===== src/rtl/an13_pkg.sv =====
// Shared constants, types and the Barrett divide-by-13 helper for the AN13 decoder.
package an13_pkg;

  localparam int A         = 13;
  localparam int BARRETT_M = 19;
  localparam int BARRETT_K = 8;
  localparam int MSG_W     = 3;
  localparam int RES_W     = 4;
  localparam int Q_W       = 4;
  localparam int CW_BITS   = 7;

  typedef enum logic {
    SRC_REQ0 = 1'b0,
    SRC_REQ1 = 1'b1
  } src_e;

  typedef struct packed {
    logic [Q_W-1:0]   q;
    logic [RES_W-1:0] r;
  } divmod_t;

  // The 19/256 estimate never overshoots cw/13 and undershoots by at most one.
  function automatic divmod_t an13_divmod(input logic [CW_BITS-1:0] cw);
    logic [CW_BITS+4:0] prod;
    logic [Q_W-1:0]     q_est;
    logic [CW_BITS:0]   r_raw;
    divmod_t            res;
    prod  = {5'd0, cw} * 12'(BARRETT_M);
    q_est = 4'(prod >> BARRETT_K);
    r_raw = {1'b0, cw} - (8'(A) * {4'd0, q_est});
    if (r_raw >= 8'(A)) begin
      res.q = q_est + 4'd1;
      res.r = 4'(r_raw - 8'(A));
    end else begin
      res.q = q_est;
      res.r = r_raw[RES_W-1:0];
    end
    return res;
  endfunction

endpackage


===== src/rtl/an13_corr_lut.sv =====
// Residue-to-quotient-offset table for AN13 single-error correction.
module an13_corr_lut
  import an13_pkg::*;
(
  input  logic [RES_W-1:0]  residue,
  output logic signed [2:0] offset
);

  // Combinational residue lookup; unused residues 13-15 give no correction.
  always_comb begin
    offset = 3'sb000;
    case (residue)
      4'd0, 4'd1, 4'd2, 4'd4, 4'd8: offset = 3'sb000;
      4'd3:                         offset = 3'sb111;
      4'd6:                         offset = 3'sb110;
      4'd5, 4'd9, 4'd11, 4'd12:     offset = 3'sb001;
      4'd10:                        offset = 3'sb010;
      4'd7:                         offset = 3'sb011;
      default:                      offset = 3'sb000;
    endcase
  end

endmodule


===== src/rtl/an13_decode_ctrl.sv =====
// Two-requester round-robin AN13 decoder with a 3-stage stallable pipeline.
// Optional per-source error counters are enabled by defining AN13_ERR_CNT_EN.
module an13_decode_ctrl
  import an13_pkg::*;
#(
  parameter int CNT_W = 8,
  parameter int CW_W  = 7
) (
  input  logic            clk,
  input  logic            rst_n,
  input  logic            req0_valid,
  input  logic [CW_W-1:0] req0_cw,
  output logic            req0_ready,
  input  logic            req1_valid,
  input  logic [CW_W-1:0] req1_cw,
  output logic            req1_ready,
  output logic            out_valid,
  input  logic            out_ready,
  output logic [2:0]      out_msg,
  output logic            out_err,
  output logic            out_ovf,
  output logic            out_src
`ifdef AN13_ERR_CNT_EN
  ,
  output logic [CNT_W-1:0] err_cnt0,
  output logic [CNT_W-1:0] err_cnt1
`endif
);

  logic            en1_s, en2_s, en3_s;
  logic            gnt0_s, gnt1_s;
  src_e            last_r;

  logic            s1_valid_r;
  logic [CW_W-1:0] s1_cw_r;
  logic            s1_src_r;

  logic            s2_valid_r;
  logic [Q_W-1:0]  s2_q_r;
  logic [RES_W-1:0] s2_r_r;
  logic            s2_src_r;

  divmod_t          dm_s;
  logic signed [2:0] offset_s;
  logic signed [5:0] sum_s;
  logic [MSG_W-1:0] msg_s;
  logic            ovf_s;
  logic            err_s;

  // Stage enables: a stage moves when it is empty or the stage after it moves.
  always_comb begin
    en3_s = !out_valid || out_ready;
    en2_s = !s2_valid_r || en3_s;
    en1_s = !s1_valid_r || en2_s;
  end

  // Round-robin grant; contention goes to the requester not served last.
  always_comb begin
    gnt0_s = 1'b0;
    gnt1_s = 1'b0;
    if (rst_n && en1_s) begin
      case ({req1_valid, req0_valid})
        2'b01:   gnt0_s = 1'b1;
        2'b10:   gnt1_s = 1'b1;
        2'b11: begin
          if (last_r == SRC_REQ0) begin
            gnt1_s = 1'b1;
          end else begin
            gnt0_s = 1'b1;
          end
        end
        default: begin
          gnt0_s = 1'b0;
          gnt1_s = 1'b0;
        end
      endcase
    end else begin
      gnt0_s = 1'b0;
      gnt1_s = 1'b0;
    end
  end

  assign req0_ready = gnt0_s;
  assign req1_ready = gnt1_s;

  // Stage 1: capture the granted codeword and update the round-robin pointer.
  always_ff @(posedge clk or negedge rst_n) begin
    if (!rst_n) begin
      s1_valid_r <= 1'b0;
      s1_cw_r    <= {CW_W{1'b0}};
      s1_src_r   <= 1'b0;
      last_r     <= SRC_REQ1;
    end else if (en1_s) begin
      s1_valid_r <= gnt0_s || gnt1_s;
      if (gnt1_s) begin
        s1_cw_r  <= req1_cw;
        s1_src_r <= 1'b1;
        last_r   <= SRC_REQ1;
      end else if (gnt0_s) begin
        s1_cw_r  <= req0_cw;
        s1_src_r <= 1'b0;
        last_r   <= SRC_REQ0;
      end
    end
  end

  // Barrett quotient/residue of the stage-1 codeword.
  always_comb begin
    dm_s = an13_divmod(s1_cw_r);
  end

  // Stage 2: register quotient and residue.
  always_ff @(posedge clk or negedge rst_n) begin
    if (!rst_n) begin
      s2_valid_r <= 1'b0;
      s2_q_r     <= {Q_W{1'b0}};
      s2_r_r     <= {RES_W{1'b0}};
      s2_src_r   <= 1'b0;
    end else if (en2_s) begin
      s2_valid_r <= s1_valid_r;
      if (s1_valid_r) begin
        s2_q_r   <= dm_s.q;
        s2_r_r   <= dm_s.r;
        s2_src_r <= s1_src_r;
      end
    end
  end

  an13_corr_lut u_corr_lut (
    .residue (s2_r_r),
    .offset  (offset_s)
  );

  // Correction: the message wraps in 3 bits, overflow flags any escape from 0..7.
  always_comb begin
    sum_s = $signed({2'b00, s2_q_r}) + $signed({{3{offset_s[2]}}, offset_s});
    msg_s = sum_s[MSG_W-1:0];
    ovf_s = (s2_q_r > 4'd7) || (sum_s < 6'sd0) || (sum_s > 6'sd7);
    err_s = (s2_r_r != 4'd0);
  end

  // Stage 3: output register, held while the consumer stalls.
  always_ff @(posedge clk or negedge rst_n) begin
    if (!rst_n) begin
      out_valid <= 1'b0;
      out_msg   <= 3'd0;
      out_err   <= 1'b0;
      out_ovf   <= 1'b0;
      out_src   <= 1'b0;
    end else if (en3_s) begin
      out_valid <= s2_valid_r;
      if (s2_valid_r) begin
        out_msg <= msg_s;
        out_err <= err_s;
        out_ovf <= ovf_s;
        out_src <= s2_src_r;
      end
    end
  end

`ifdef AN13_ERR_CNT_EN
  logic out_fire_s;

  assign out_fire_s = out_valid && out_ready && out_err;

  // Saturating error counter for requester 0.
  always_ff @(posedge clk or negedge rst_n) begin
    if (!rst_n) begin
      err_cnt0 <= {CNT_W{1'b0}};
    end else if (out_fire_s && (out_src == SRC_REQ0) && (err_cnt0 != {CNT_W{1'b1}})) begin
      err_cnt0 <= err_cnt0 + {{(CNT_W-1){1'b0}}, 1'b1};
    end
  end

  // Saturating error counter for requester 1.
  always_ff @(posedge clk or negedge rst_n) begin
    if (!rst_n) begin
      err_cnt1 <= {CNT_W{1'b0}};
    end else if (out_fire_s && (out_src == SRC_REQ1) && (err_cnt1 != {CNT_W{1'b1}})) begin
      err_cnt1 <= err_cnt1 + {{(CNT_W-1){1'b0}}, 1'b1};
    end
  end
`endif

endmodule


===== config.mk =====
export PLATFORM = sky130hd
export DESIGN_NAME = an13_decode_ctrl
export DESIGN_NICKNAME = d
export VERILOG_FILES = /design/src/rtl/an13_pkg.sv /design/src/rtl/an13_corr_lut.sv /design/src/rtl/an13_decode_ctrl.sv
export SDC_FILE = /design/constraint.sdc
export NUM_CORES = 1
export LEC_CHECK = 0
export CORE_UTILIZATION = 35
export DETAILED_ROUTE_END_ITERATION = 8
export PLACE_DENSITY = 0.55
export SLEW_MARGIN = 30
export SYNTH_ARGS = -nofsm -noshare
export SYNTH_HDL_FRONTEND = slang
export SYNTH_SLANG_ARGS = --single-unit

===== constraint.sdc =====
create_clock -name clk -period 7.4 [get_ports clk]
set_input_delay 1.48 -clock clk [delete_from_list [all_inputs] [get_ports clk]]
set_output_delay 1.48 -clock clk [all_outputs]
set_load 0.05 [all_outputs]

==> results.yml <==
synthesis:
  synth_area_per_cell_um2: 9.23
  ys_async_sr_fraction: 1.00
  synth-edff-count: 0
  yosysSeqAreaShare: 0.269
  synth.top_cell.area_share: 0.258
  syn_inst: 273
  synth_seq_cells: 27
  synthTopCellsByCount: "ha_1 (41), inv_1 (27), dfrtp_1 (26), nand2_1 (26), nor2_1 (18)"
  post-synth-top-count-cell: "ha_1"
  ys.warnings.count: 0
  synth_area_leader_cell: "dfrtp_1"
  synth_nets: 341
  synth_area_um2: 2520
  yosysUniqueCellTypes: 56
  ys_top_cells_by_area: "dfrtp_1 (26%), ha_1 (20%), fa_1 (6.4%)"
  synth_ff_type: "dfrtp_1"
global_routing:
  grt_max_degree: 30
  grt_pass1_vias: 1936
  antenna_found_initial: 0
  overflow: 0
  grt_usage: 0.145
  grt_first_pass_wirelength_um: 8730
timing:
  fin_worst_skew_ps: 3.85
  setup_viol: 0
  period_minus_slack_ps: 6080
  hold_viol: 0
  hold_slack_ps: 489
  tightest_slew_ps: 619
  post-route-period-util: 0.822
  rsz0062_at_grt: "false"
  slew_headroom: 0.586
  setup-tns-final_ps: 0
  clock.fmax_mhz: 164
  maxSlewViolCount: 0
layout:
  nets: 374
  layout.area.seq_um2: 677
  final.fill_count: 692
  diodes: 0
  multi_input_area_um2: 1720
  drive_above_1_share: 0.0787
  stdcell_area_um2: 2970
  area_delta_synth_final_pct: 17.8
  finalNonFillerCells: 401
cts:
  post-cts-setup-buffers: 0
  cts.clk_slew.worst_paths_ps: 100
  clk_latency_ps: 280
  cts_tree: "built"
  numCtsBuffers: 3
  clock_tree.buffer_depth: 2
  h-tree-depth: 1
  cts_resized: 0
  root_buffer: "clkbuf_8"
  ctsHoldBuffers: 0
  cts_sinks: 27
route:
  vias: 1948
  vias_per_cell: 4.86
  dr.pass1.iters: 4
  drc: 0
  routedWlPerCell_um: 12.2
  wl_um: 4890
  drtIter0Drc: 75
  final_antenna_net_count: 0
worst_setup_path:
  cp.arrival_ps: 6240
  slowest_delay_ps: 500
  critPathKind: "reg -> reg"
  critPathRequiredTime_ps: 7560
  cp.depth: 20
  cp_cell_sequence: "ha_1 -> fa_1 -> ha_1 -> o21a_1 -> o2bb2ai_1 -> or3b_1 -> a21oi_1 -> a21oi_2 -> ha_1 -> ha_1 -> fa_1 -> inv_1 -> ha_1 -> o21ai_0 -> a221o_1 -> a311o_1 -> a311oi_4 -> nand2_4 -> xnor2_1 -> o21ai_1"
  rr_worst_depth: 20
  path_buf_inv: 1
  crit_family: "adder cells"
  crit_top_cell: "ha_1"
  worstPathMaxFanout: 8
  start_kind: "flop"
  worst_path_max_delay_cell: "fa_1"
  crit_path_end_kind: "flop"
placement:
  gp_congestion: 0.763
  hpwl_um: 4060
  portBuffers: 27
  postPlaceCellArea_um2: 2920
  dp.cells: 397
die:
  dieArea_um2: 7540
  die_w_um: 86.9
  initial_core_util: 0.367
  core-area_um2: 6870
  die_h_um: 86.9
  fp-row-count: 30
  ioPinCount: 28
hold_path:
  hold_class: "reg -> reg"
  hold_depth: 2
status:
  outcome: "finished, final reports clean"
run:
  maxCapViolCount: 0
layer usage:
metal	share of wire	wire [um]	track usage	up-vias
li1	-	-	-	1022
met1	0.51	2490	0.195	897
met2	0.46	2260	0.253	27
met3	0.027	130	0.0227	2
met4	0.0016	8	0.0152	0
met5	0	0	0	-
worst register-to-register path: cells and delay by family (launching register included):
| kind | cells | cell delay (ps) |
|---|---|---|
| XOR/XNOR | 1 | 190 |
| adder cells (fa/ha/maj) | 7 | 2640 |
| AO/OA/AOI/OAI | 9 | 2020 |
| buffers and inverters | 1 | 40 |
| flip-flops | 1 | 470 |
| AND/OR/NAND/NOR | 2 | 590 |
placed cells by master (no fill, tap or decap), types with 2 or more instances in the layout:
master	netlist	routed
xnor2_1	14	14
a21o_1	4	4
nand3_1	4	4
o21a_1	2	2
o21ai_1	12	12
inv_1	27	27
ha_1	41	41
nand2b_1	5	5
xor2_1	6	6
fa_1	8	8
nor4_1	2	2
clkdlybuf4s50_1	0	27
mux2_1	2	2
a211oi_1	3	3
o22ai_1	7	7
mux2i_1	2	2
nor2_1	18	18
o21ai_0	2	2
and2_1	3	3
a21oi_1	16	16
dfrtp_1	26	26
nand2_1	26	26
nor3b_1	2	2
nand4_1	2	2
inv_2	5	5
buf_4	0	2
clkbuf_8	0	3
nor3_1	3	3
state kept, by name (all words and copies together) (netlist names):
name and cells:
last_r 1, s2_src_r 1, s1_src_r 1, out_valid 1
s1_valid_r 1, out_err 1, s2_r_r 4, s2_valid_r 1
s2_q_r 4, s1_cw_r 7, out_ovf 1, out_src 1
out_msg 3
final timing paths:
kind	start	end	slack, ps
worst max register to register	s1_cw_r[1]	s2_r_r[0]	1320
max in group asynchronous	rst_n	last_r	5510
worst min register to register	s2_src_r	s2_src_r	490
worst min-delay path	s2_src_r	s2_src_r	490
worst max-delay path	s1_cw_r[1]	s2_r_r[0]	1320
min in group asynchronous	rst_n	out_msg[1]	1570
cell families after synthesis:
logic type | Yosys count | share of synthesized area
adders and majority gates | 49 | 0.267
DFF | 27 | 0.269
and+or+nand+nor | 79 | 0.163
muxes | 5 | 0.0213
xor gates and xnor gates | 20 | 0.0695
AOI/OAI and AO/OA | 60 | 0.161
buffers and inverters | 33 | 0.0492
through the flow:
stage / util / worst slack, ps
after floorplan: - / 1800
after global placement: 0.425 / 1410
after detailed placement: 0.425 / 1360
after CTS: 0.432 / 1330
after global routing: 0.432 / 989
final: 0.432 / 1320
cell type report:
cell class,count,area share
multi-input cells,213,0.579
inverters,32,0.0405
flip-flops and latches,27,0.228
clock inverters,1,0.00169
clock buffers,3,0.0139
repair buffers,29,0.0961
well taps,96,0.0405
Power is not shown: default switching activity piles up to over one toggle a cycle in this logic, so the estimate is an artifact.
